## src/rtl/mem_reader_pkg.sv

```systemverilog
// Shared types and derived widths for the mem_reader block.
package mem_reader_pkg;

  typedef enum logic [1:0] {
    IDLE  = 2'd0,
    READ  = 2'd1,
    DRAIN = 2'd2
  } state_t;

  localparam int FIFO_DEPTH_DEFAULT = 4;

  function automatic int log_fifo_depth(input int depth);
    return $clog2(depth);
  endfunction

  localparam int LOG_FIFO_DEPTH = log_fifo_depth(FIFO_DEPTH_DEFAULT);

endpackage

```

## src/rtl/mem_reader_fifo.sv

```systemverilog
// First-word-fall-through response FIFO; head is valid whenever !empty.
module mem_reader_fifo
  import mem_reader_pkg::*;
#(
  parameter int DATA_WIDTH = 8,
  parameter int FIFO_DEPTH = FIFO_DEPTH_DEFAULT
) (
  input  logic                           clk,
  input  logic                           rst,
  input  logic                           push,
  input  logic [DATA_WIDTH-1:0]          push_data,
  input  logic                           pop,
  output logic [DATA_WIDTH-1:0]          head,
  output logic [$clog2(FIFO_DEPTH):0]    count,
  output logic                           empty,
  output logic                           full
);
  localparam int LW = log_fifo_depth(FIFO_DEPTH);

  logic [DATA_WIDTH-1:0] mem [FIFO_DEPTH];
  logic [LW-1:0]         wptr, rptr;
  logic                  do_push, do_pop;

  assign empty   = (count == '0);
  assign full    = (count == (LW+1)'(FIFO_DEPTH));
  assign do_pop  = pop && !empty;
  assign do_push = push;
  assign head    = mem[rptr];

  always_ff @(posedge clk) begin
    if (rst) begin
      wptr  <= '0;
      rptr  <= '0;
      count <= '0;
    end else begin
      if (do_push) wptr <= wptr + 1'b1;
      if (do_pop)  rptr <= rptr + 1'b1;
      count <= count + (LW+1)'(do_push) - (LW+1)'(do_pop);
    end
  end

  always_ff @(posedge clk) begin
    if (do_push) mem[wptr] <= push_data;
  end

endmodule

```

## src/rtl/mem_reader.sv

```systemverilog
// Burst read sequencer: issues credit-limited reads and streams responses out.
// Define MEM_READER_DEBUG_EN for a cycle counter with transfer/done trace.
module mem_reader
  import mem_reader_pkg::*;
#(
  parameter int DATA_WIDTH      = 8,
  parameter int LOG_MAX_ADDRESS = 16,
  parameter int FIFO_DEPTH      = FIFO_DEPTH_DEFAULT
) (
  input  logic                       clk,
  input  logic                       rst,
  input  logic                       start,
  input  logic [LOG_MAX_ADDRESS-1:0] base_addr,
  input  logic [LOG_MAX_ADDRESS:0]   num_words,
  output logic                       busy,
  output logic                       done,
  output logic [LOG_MAX_ADDRESS-1:0] mem_addr_read,
  output logic                       mem_read,
  input  logic [DATA_WIDTH-1:0]      mem_data_read,
  input  logic                       mem_valid_out,
  output logic [DATA_WIDTH-1:0]      out_data,
  output logic                       out_valid,
  input  logic                       out_ready
);
  localparam int AW = LOG_MAX_ADDRESS;
  localparam int CW = log_fifo_depth(FIFO_DEPTH) + 1;
  localparam logic [CW:0] DEPTH_S = (CW+1)'(FIFO_DEPTH);
  localparam logic [AW:0] ONE_W   = (AW+1)'(1);

  state_t        state, state_nxt;
  logic [AW-1:0] addr;
  logic [AW:0]   issue_cnt, ret_cnt, ret_nxt;
  logic [CW-1:0] inflight, fifo_count;
  logic          credit, wr, pop, fifo_empty, fifo_full;

  assign pop           = out_valid && out_ready;
  // Responses with nothing in flight are stale (e.g. issued before a reset).
  assign wr            = mem_valid_out && (inflight != '0);
  assign credit        = ({1'b0, fifo_count} + {1'b0, inflight}) < DEPTH_S;
  assign ret_nxt       = (pop && ret_cnt != '0) ? ret_cnt - ONE_W : ret_cnt;
  assign mem_addr_read = addr;
  assign out_valid     = !fifo_empty;

  mem_reader_fifo #(.DATA_WIDTH(DATA_WIDTH), .FIFO_DEPTH(FIFO_DEPTH)) u_fifo (
    .clk       (clk),
    .rst       (rst),
    .push      (wr && (!fifo_full || pop)),
    .push_data (mem_data_read),
    .pop       (pop),
    .head      (out_data),
    .count     (fifo_count),
    .empty     (fifo_empty),
    .full      (fifo_full)
  );

  always_ff @(posedge clk) begin
    if (rst) state <= IDLE;
    else     state <= state_nxt;
  end

  always_comb begin
    state_nxt = state;
    case (state)
      IDLE:    if (start && num_words != '0) state_nxt = READ;
      READ:    if (mem_read && issue_cnt == ONE_W) state_nxt = DRAIN;
      DRAIN:   if (ret_nxt == '0) state_nxt = IDLE;
      default: state_nxt = IDLE;
    endcase
  end

  always_comb begin
    busy     = (state != IDLE);
    mem_read = (state == READ) && (issue_cnt != '0) && credit;
  end

  always_ff @(posedge clk) begin
    if (rst) begin
      addr      <= '0;
      issue_cnt <= '0;
      ret_cnt   <= '0;
      inflight  <= '0;
      done      <= 1'b0;
    end else begin
      done     <= 1'b0;
      inflight <= inflight + CW'(mem_read) - CW'(wr);
      if (state == IDLE && start) begin
        addr      <= base_addr;
        issue_cnt <= num_words;
        ret_cnt   <= num_words;
        done      <= (num_words == '0);
      end else begin
        if (mem_read) begin
          addr      <= addr + 1'b1;
          issue_cnt <= issue_cnt - ONE_W;
        end
        ret_cnt <= ret_nxt;
        // Registered so done lands in the cycle right after the last transfer.
        if (state == DRAIN && ret_nxt == '0) done <= 1'b1;
      end
    end
  end

`ifdef MEM_READER_DEBUG_EN
  logic [15:0]   tics;
  logic [AW-1:0] out_addr;

  always_ff @(posedge clk) begin
    if (rst) begin
      tics     <= '0;
      out_addr <= '0;
    end else begin
      tics <= tics + 16'd1;
      if (state == IDLE && start) out_addr <= base_addr;
      else if (pop)               out_addr <= out_addr + 1'b1;
      if (pop)
        $display("MEM_READER: cycle %d addr %x data %x", tics, out_addr, out_data);
      if (done)
        $display("MEM_READER: cycle %d addr %x data %x", tics, out_addr, out_data);
      if (wr && !pop && fifo_count == CW'(FIFO_DEPTH))
        $error("MEM_READER: response FIFO overflow at cycle %d", tics);
    end
  end
`endif

endmodule

```

## config.mk

```make
export PLATFORM = sky130hd
export DESIGN_NAME = mem_reader
export DESIGN_NICKNAME = d
export VERILOG_FILES = /design/src/rtl/mem_reader_pkg.sv /design/src/rtl/mem_reader_fifo.sv /design/src/rtl/mem_reader.sv
export SDC_FILE = /design/constraint.sdc
export NUM_CORES = 1
export LEC_CHECK = 0
export BUFFER_PORTS_ARGS = -buffer_cell sky130_fd_sc_hd__buf_2
export CORE_MARGIN = 10
export CORE_UTILIZATION = 41
export DETAILED_ROUTE_END_ITERATION = 6
export HOLD_SLACK_MARGIN = 0.1
export PLACE_DENSITY = 0.6
export SLEW_MARGIN = 10
export SYNTH_ARGS = -nofsm -noshare
export SYNTH_HDL_FRONTEND = slang
export SYNTH_SLANG_ARGS = --single-unit
```

## constraint.sdc

```tcl
create_clock -name clk -period 3.4 [get_ports clk]
set_input_delay 0.68 -clock clk [delete_from_list [all_inputs] [get_ports clk]]
set_output_delay 0.68 -clock clk [all_outputs]
set_load 0.005 [all_outputs]
```

==> impl_metrics.toml, run 1 <==
[critical_path]
cp_max_fo = 24
cpPeakStageDelay_ns = 0.66
standard_cell_with_the_maximum_stage_delay_on_the_critical_path = "or4_1"
worst_ep_arrival_time_ns = 2.41
reg2reg_setup_slack_ns = 0.50
setup.worst_path.class = "reg -> out"
cp.required_ns = 2.72
critical_path.cell_chain = "or4_1 > nor4_2 > a21o_1 > inv_2 > buf_2"
worst_setup_path_end_kind = "primary output"
launching_element_type_of_the_critical_path = "flop"

[final_layout]
layout-drive-gt1-share_pct = 19.8
num-nets-final = 618
filler_cell_count = 1059
final_design_area_no_fill_sq_mm = 0.00557
area_growth_syn_to_fin_pct = 16.1

[yosys]
yosys.cell_types.count = 56
ys_seq_area_share_pct = 47.1
post_syn_instances = 495
number_of_synthesized_flops_with_an_enable_pin = 32
yosys-top-cells-count = "dfxtp_1 (65), nor2_1 (63), nand2_1 (36)"
synth_top_area_share_pct = 27.1
syn_nets = 558
netlist_top_cells_area = "dfxtp_1 (27%), edfxtp_1 (20%), nor2_1 (4.9%), ha_1 (3.9%), xnor2_1 (3.8%)"
post_synthesis_instance_area_sq_mm = 0.00480
synth.most_common_cell = "dfxtp_1"
ys_ff_latch = 97
synth.yosys.warnings = 0
synth_top_area_cell = "dfxtp_1"
async_flop_share_pct = 0
synthFlopType = "dfxtp_1"
syn_area_per_cell_sq_um = 9.69

[sta]
worst-slew-pin-transition_ns = 1.02
fmax_ghz = 0.324
post-route-period-util_pct = 90.9
slew_headroom_pct = 31.6
final.min_clock_period_ns = 3.09
final-hold-violation-count = 0
fin_tns_setup_ns = 0
fin_worst_skew_ns = 0.00846
grt_setup_unrepaired = "false"
report.final.setup_viol = 0
pins_over_their_slew_limit = 0

[detailed_routing]
antenna_left = 0
totalWireLength_microns = 11700
route.vias.total = 3893
drt-wirelength-per-cell_microns = 16.6
drc = 0
firstDrtPassIters = 4
dr.first_iter.drc_count = 260
via_density_per_instance = 5.53
top_layer = "met5"
wirelength_met1_microns = 5300
routed-wl-met2_microns = 5420
dr_wl_met3_microns = 739

[clock_network]
clock_tree.root_cell = "clkbuf_16"
cts_htree_levels = 3
clkSinkCount = 97
post_cts_setup_repair_buffer_count = 0
clk_latency_ns = 0.35
cts_tree = "built"
cts_inserted_buffers = 9
clock_path_buffers = 2
cts.reportedPaths.clkPinSlew_ns = 0.06

[flow_run]
drv_cap = 0

[placed_design]
post_dp_cell_area_sq_mm = 0.00527
gp_congestion = 0.904
dp.final_hpwl_microns = 8560
port-buffer-count = 73

[grt]
first_global_vias = 3905
grt_start_max_net_pins = 45
antenna_found_initial = 2
track_usage_pct = 14.4
grt.overflow.total = 0
grt_first_pass_wirelength_microns = 19300

[power_and_ir_drop]
power-per-cell-area_mw_per_mm2 = 650
comb_power_share_pct = 29.6
power.net_switching_mw = 1.23
p_int_mw = 2.39
power.share.clock_pct = 27.9
seq_power_share_pct = 42.5
ir_drop_mv = 0.341
swShare_pct = 34.0
totalPowerFinal_mw = 3.62
leak_pwr_nw = 2.13

[floorplanning]
fp.dieW_microns = 128
num_io_pins = 74
floorplan_die_height_microns = 128
core.rowCount = 39
floorplan.core_area_sq_mm = 0.0114
die-area_sq_mm = 0.0164
initial_utilization_pct = 42.0

[min_path]
min_path_type = "reg -> reg"

[run_status]
status = "completed"
[critical path, delay by kind of cell, from the launching register on]
family,cells,cell delay (ns)
flip-flops,1,0.35
AO/OA/AOI/OAI,1,0.28
AND/OR/NAND/NOR,2,1.02
buffers and inverters,2,0.40
[flip-flops by register name, summed over array words and instances (netlist names), named ones only]
register	cells
done	1
inflight	3
issue_cnt	17
mem_addr_read	16
ret_cnt	17
state	2
u_fifo.count	3
u_fifo.mem	32
u_fifo.rptr	2
u_fifo.wptr	2
[logic make-up after synthesis]
logic type / synth area share (%)
AOI/OAI and AO/OA: 12.3
xor gates and xnor gates: 6.21
adders and majority gates: 4.75
buffers and inverters: 3.68
DFF: 47.1
muxes: 4.82
and+or+nand+nor: 21.1
[cells in the final DEF (no fill, tap or decap), types with 8 or more instances in the layout]
cell,instances
a211oi_1,15
a21oi_1,27
and2_1,9
buf_2,73
clkbuf_16,9
dfxtp_1,65
edfxtp_1,32
ha_1,15
inv_1,17
mux4_2,8
nand2_1,35
nand3_1,16
nand4_1,9
nor2_1,63
nor3_1,18
nor4_1,13
or3_1,8
xnor2_1,21
xor2_1,13
[final cells by class]
type                    instances  area, sq um  area share (%)
flip-flops and latches         97         2260            40.6
well taps                     143          179            3.21
repair buffers                 77          395            7.10
diodes                          1         2.50          0.0449
clock buffers                  10          239            4.29
multi-input cells             352         2370            42.5
inverters                      18         67.6            1.21
clock inverters                 6         57.6            1.03
[per-layer routing]
metal,vias to the layer above,track usage [%]
met2,99,22.4
met3,17,4.63
li1,1929,-
met4,2,6.49
met1,1846,17.8
met5,-,0
[worst paths after layout]
| path | start | to | cells after the start |
|---|---|---|---|
| max | issue_cnt[10] | mem_read | 5 |
| min | issue_cnt[13] | issue_cnt[13] | 2 |
| max reg2reg | inflight[2] | issue_cnt[13] | 9 |
| min reg2reg | issue_cnt[13] | issue_cnt[13] | 2 |
[power groups by stage]
| stage | Combinational [mW] | Sequential (mW) | Clock, mW |
|---|---|---|---|
| floorplan | 0.838 | 1.50 | 0 |
| global placement | 1.06 | 1.56 | 0 |
| detailed placement | 1.08 | 1.57 | 0 |
| CTS | 1.09 | 1.54 | 1.04 |
| global route | 1.22 | 1.57 | 1.09 |
| finish | 1.07 | 1.54 | 1.01 |
[per-stage QoR]
stage | hold slack (ns) | utilization [%] | std cells | setup WS [ns]
3_3_place_gp | 0.460 | 46.1 | 687 | 0.539
5_1_grt | 0.518 | 48.8 | 704 | 0.128
2_1_floorplan | 0.438 | - | 495 | 0.706
4_1_cts | 0.474 | 48.7 | 703 | 0.183
3_5_place_dp | 0.460 | 46.1 | 687 | 0.455
6_report | 0.480 | 48.8 | 704 | 0.309
[timing repair]
item	CTS	global route
endpoints found under the hold margin	0	0
hold buffers	0	0
resized for setup	0	1
endpoints found under the setup margin	0	1
Power figures use the tool's default switching activity.
==> run 2: changes to the inputs <==
Settings changed: CORE_UTILIZATION 41 to 57, PLACE_DENSITY 0.6 to 0.79.
==> impl_metrics.toml, run 2 (same netlist as run 1, synthesis figures left out) <==
[floorplanning]
core.rowCount = 33
fp.dieW_microns = 112
die-area_sq_mm = 0.0125
floorplan_die_height_microns = 112
num_io_pins = 74
initial_utilization_pct = 58.4
floorplan.core_area_sq_mm = 0.00822

[clock_network]
cts_inserted_buffers = 9
cts_hold_repair.buffers = 0
cts_htree_levels = 3
cts_tree = "built"
clock_tree.root_cell = "clkbuf_8"
clk_latency_ns = 0.37
clock_path_buffers = 2
cts.reportedPaths.clkPinSlew_ns = 0.09
clkSinkCount = 97

[power_and_ir_drop]
power.share.clock_pct = 21.4
seq_power_share_pct = 46.1
totalPowerFinal_mw = 3.35
ir_drop_mv = 0.284
power.net_switching_mw = 1.21
leak_pwr_nw = 2.09
comb_power_share_pct = 32.5
p_int_mw = 2.14
swShare_pct = 36.1
power-per-cell-area_mw_per_mm2 = 618

[grt]
grt.overflow.total = 0
grt_util_met1_pct = 23.7
grt_first_pass_wirelength_microns = 19300
antenna_found_initial = 0
global_route.usage.met2_pct = 28.6
grt_start_max_net_pins = 37
busiest_layer = "met2"
grt.met3_usage_pct = 3.49
track_usage_pct = 18.1
first_global_vias = 3961

[final_layout]
registers.top_by_ff_count = "u_fifo.mem"
filler_cell_count = 657
largest_registers_in_the_final_layout = "u_fifo.mem (32), issue_cnt (17), ret_cnt (17)"
num-nets-final = 620
max_reg_flops = 32
final_common_cell = "buf_2"
area_growth_syn_to_fin_pct = 13.0
antenna_cells = 0
layout-drive-gt1-share_pct = 20.1
layoutNonFillerInstCount = 667
final_cell_mix = "buf_2 (73), dfxtp_1 (65), nor2_1 (63)"

[placed_design]
port-buffer-count = 73
detailedPlace.worstSlack_ns = 0.422
placed_instances = 651
dp.final_hpwl_microns = 8270
gp_congestion = 0.917

[critical_path]
worst_setup_path_end_kind = "primary output"
worst_ep_arrival_time_ns = 2.49
reg2reg_setup_slack_ns = 0.51
cp.required_ns = 2.72
r2r_start = "issue_cnt[10]"
setup.worst_path.class = "reg -> out"
reg2reg_end = "inflight[2]"
cp_max_fo = 24
launching_element_type_of_the_critical_path = "flop"
register_to_register_path_depth = 10

[detailed_routing]
dr.first_iter.drc_count = 253
via_density_per_instance = 5.93
drc = 0
firstDrtPassIters = 5
drt-wirelength-per-cell_microns = 16.8
totalWireLength_microns = 11200
antenna_left = 0
route.vias.total = 3958

[sta]
grt_setup_unrepaired = "false"
fmax_ghz = 0.316
fin_worst_skew_ns = 0.0121
post-route-period-util_pct = 93.2
pins_over_their_slew_limit = 0
worst-slew-pin-transition_ns = 1.04
final.min_clock_period_ns = 3.17
postLayoutSetupSlackWorst_ns = 0.232
fin_tns_setup_ns = 0
slew_headroom_pct = 30.1
final-hold-violation-count = 0
report.final.setup_viol = 0

[run_status]
status = "completed"

[min_path]
min_path_type = "reg -> reg"
holdPathStages = 2
hp-start = "issue_cnt[13]"
hold_path_end = "issue_cnt[13]"

[flow_run]
drv_cap = 0
==> run 2: cell count changes in the layout (fill, tap and decap cells not counted), sizes merged <==
cell / change
clkbuf: -1
buf: +2
diode: -1
clkinvlp: +1
==> run 2: critical path, stage by stage (launching register included) <==
cell	delay, ns
dfxtp_1	0.37
or4_1	0.65
nor4_2	0.41
a21o_1	0.28
inv_2	0.21
buf_2	0.19
==> run 2: worst max-delay path by stage <==
stage	to	from	slack, ns	cells after the start
floorplan	inflight[2]	issue_cnt[10]	0.71	12
global placement	inflight[2]	issue_cnt[10]	0.53	10
detailed placement	inflight[2]	issue_cnt[10]	0.42	10
CTS	mem_read	issue_cnt[10]	0.12	5
global route	mem_read	issue_cnt[10]	0.09	5
finish	mem_read	issue_cnt[10]	0.23	5
==> run 2: cell type report <==
type	instances	area (sq um)	share of cell area, %
clock buffer	9	124	2.28
clock inverter	7	58.8	1.08
inverter	18	67.6	1.25
multi-input combinational	352	2370	43.7
sequential	97	2260	41.7
tap	105	131	2.42
timing repair buffer	79	410	7.57
==> run 2: per-layer routing <==
layer	share of wire, %	vias up
met5	0	-
met4	2.1	0
met3	4.6	21
met2	48	121
met1	45	1892
li1	-	1924
==> run 2: power groups by stage <==
stage                     combinational (mW)  clock, mW  sequential, mW
after floorplan                        0.838          0            1.50
after global placement                  1.04          0            1.56
after detailed placement                1.08          0            1.57
after CTS                               1.09      0.727            1.54
after global routing                    1.23      0.778            1.57
final                                   1.09      0.715            1.54
==> run 2: per-stage QoR <==
stage / hold slack, ns / area (sq um) / utilization, %
floorplan: 0.438 / 4800 / -
global placement: 0.453 / 5230 / 63.7
detailed placement: 0.466 / 5230 / 63.7
CTS: 0.482 / 5420 / 65.9
global route: 0.504 / 5420 / 66.0
finish: 0.482 / 5420 / 66.0
==> run 2: what timing repair did <==
action / 4_1_cts / 5_1_grt
setup buffers: 0 / 0
hold endpoints to repair: 0 / 0
endpoints found under the setup margin: 0 / 1
resized for setup: 0 / 1
==> run 3: changes to the inputs <==
Settings changed: GPL_TIMING_DRIVEN set to 0.
==> impl_metrics.toml, run 3 (same netlist as run 1, synthesis figures left out) <==
[grt]
grt_start_max_net_pins = 20
grt.overflow.total = 0
track_usage_pct = 19.2
antenna_found_initial = 0
first_global_vias = 4005
grt_first_pass_wirelength_microns = 19900

[final_layout]
area_growth_syn_to_fin_pct = 14.5
num-nets-final = 641
final_common_cell = "buf_2"
final_cell_mix = "buf_2 (75), dfxtp_1 (65), nor2_1 (63)"
max_reg_flops = 32
final_core_area_utilization_pct = 66.9
antenna_cells = 0
final_design_area_no_fill_sq_mm = 0.00549
layoutNonFillerInstCount = 688
registers.top_by_ff_count = "u_fifo.mem"
layout-drive-gt1-share_pct = 18.5
largest_registers_in_the_final_layout = "u_fifo.mem (32), issue_cnt (17), ret_cnt (17)"

[critical_path]
worst_setup_path_end_kind = "primary output"
launching_element_type_of_the_critical_path = "flop"
cp.required_ns = 2.72
setup.worst_path.class = "reg -> out"
worst_ep_arrival_time_ns = 2.54
cp_max_fo = 11

[placed_design]
gp_congestion = 0.923
post_dp_cell_area_sq_mm = 0.00529
detailedPlace.worstSlack_ns = 0.226
dp.final_hpwl_microns = 9270
placed_instances = 672
port-buffer-count = 72

[detailed_routing]
firstDrtPassIters = 7
totalWireLength_microns = 12300
antenna_left = 0
drt-wirelength-per-cell_microns = 17.8
route.vias.total = 4075
via_density_per_instance = 5.92
drc = 0
dr.first_iter.drc_count = 273

[sta]
slew_headroom_pct = 21.8
post-route-period-util_pct = 94.8
final.min_clock_period_ns = 3.22
worst-slew-pin-transition_ns = 1.16
postLayoutSetupSlackWorst_ns = 0.176
fin_worst_skew_ns = 0.0150
final-hold-violation-count = 0
pins_over_their_slew_limit = 0
whs_ns = 0.468
fmax_ghz = 0.310
report.final.setup_viol = 0
fin_tns_setup_ns = 0

[floorplanning]
die-area_sq_mm = 0.0125
core.rowCount = 33
floorplan.core_area_sq_mm = 0.00822
fp.dieW_microns = 112
initial_utilization_pct = 58.4
floorplan_die_height_microns = 112
num_io_pins = 74

[clock_network]
clock_tree.root_cell = "clkbuf_8"
cts_hold_repair.buffers = 0
post_cts_setup_repair_buffer_count = 0
cts_inserted_buffers = 9
clkSinkCount = 97
cts_tree = "built"
clk_latency_ns = 0.38
cts.reportedPaths.clkPinSlew_ns = 0.10
cts_htree_levels = 3
clock_path_buffers = 2

[power_and_ir_drop]
power-per-cell-area_mw_per_mm2 = 621
leak_pwr_nw = 2.10
ir_drop_mv = 0.354
totalPowerFinal_mw = 3.41

[min_path]
min_path_type = "reg -> reg"

[run_status]
status = "completed"

[flow_run]
drv_cap = 0
-- run 3: routing by layer --
layer / track usage [%] / vias to the layer above / wire [microns]
li1: - / 1968 / -
met1: 24.4 / 1924 / 5320
met2: 31.2 / 162 / 5900
met3: 4.72 / 21 / 808
met4: 6.51 / 0 / 240
met5: 0 / - / 0
-- run 3: power breakdown --
| group | leakage (nW) | switching [mW] | internal [mW] |
|---|---|---|---|
| clock network | 0.0947 | 0.450 | 0.285 |
| registers | 0.827 | 0.142 | 1.37 |
| logic | 1.18 | 0.660 | 0.507 |
-- run 3: what timing repair did --
action | CTS | global route
endpoints found under the hold margin | 0 | 0
resized for setup | 1 | 1
cloned | 0 | 0
pin swaps | 0 | 0
endpoints found under the setup margin | 1 | 1
-- run 3: final timing paths --
check                      from            end  slack (ns)  depth (start not counted)
setup / recovery  issue_cnt[10]       mem_read        0.18                          7
hold / removal    issue_cnt[13]  issue_cnt[13]        0.47                          2
setup reg to reg    inflight[2]    inflight[2]        0.41                         12
hold reg to reg   issue_cnt[13]  issue_cnt[13]        0.47                          2
-- run 3: layout make-up --
type / count / area, sq um
sequential: 97 / 2260
fill: 652 / 2720
inverter: 18 / 67.6
tap: 105 / 131
clock buffer: 9 / 124
multi-input combinational: 352 / 2370
buffer: 28 / 109
timing repair buffer: 72 / 360
clock inverter: 7 / 65.1
-- run 3: critical path, cell delays in order, from the launching register on --
cell      delay, ns
dfxtp_1        0.37
or4_1          0.52
clkbuf_1       0.19
nor4_4         0.33
a21o_1         0.29
inv_2          0.09
buf_2          0.21
buf_2          0.15
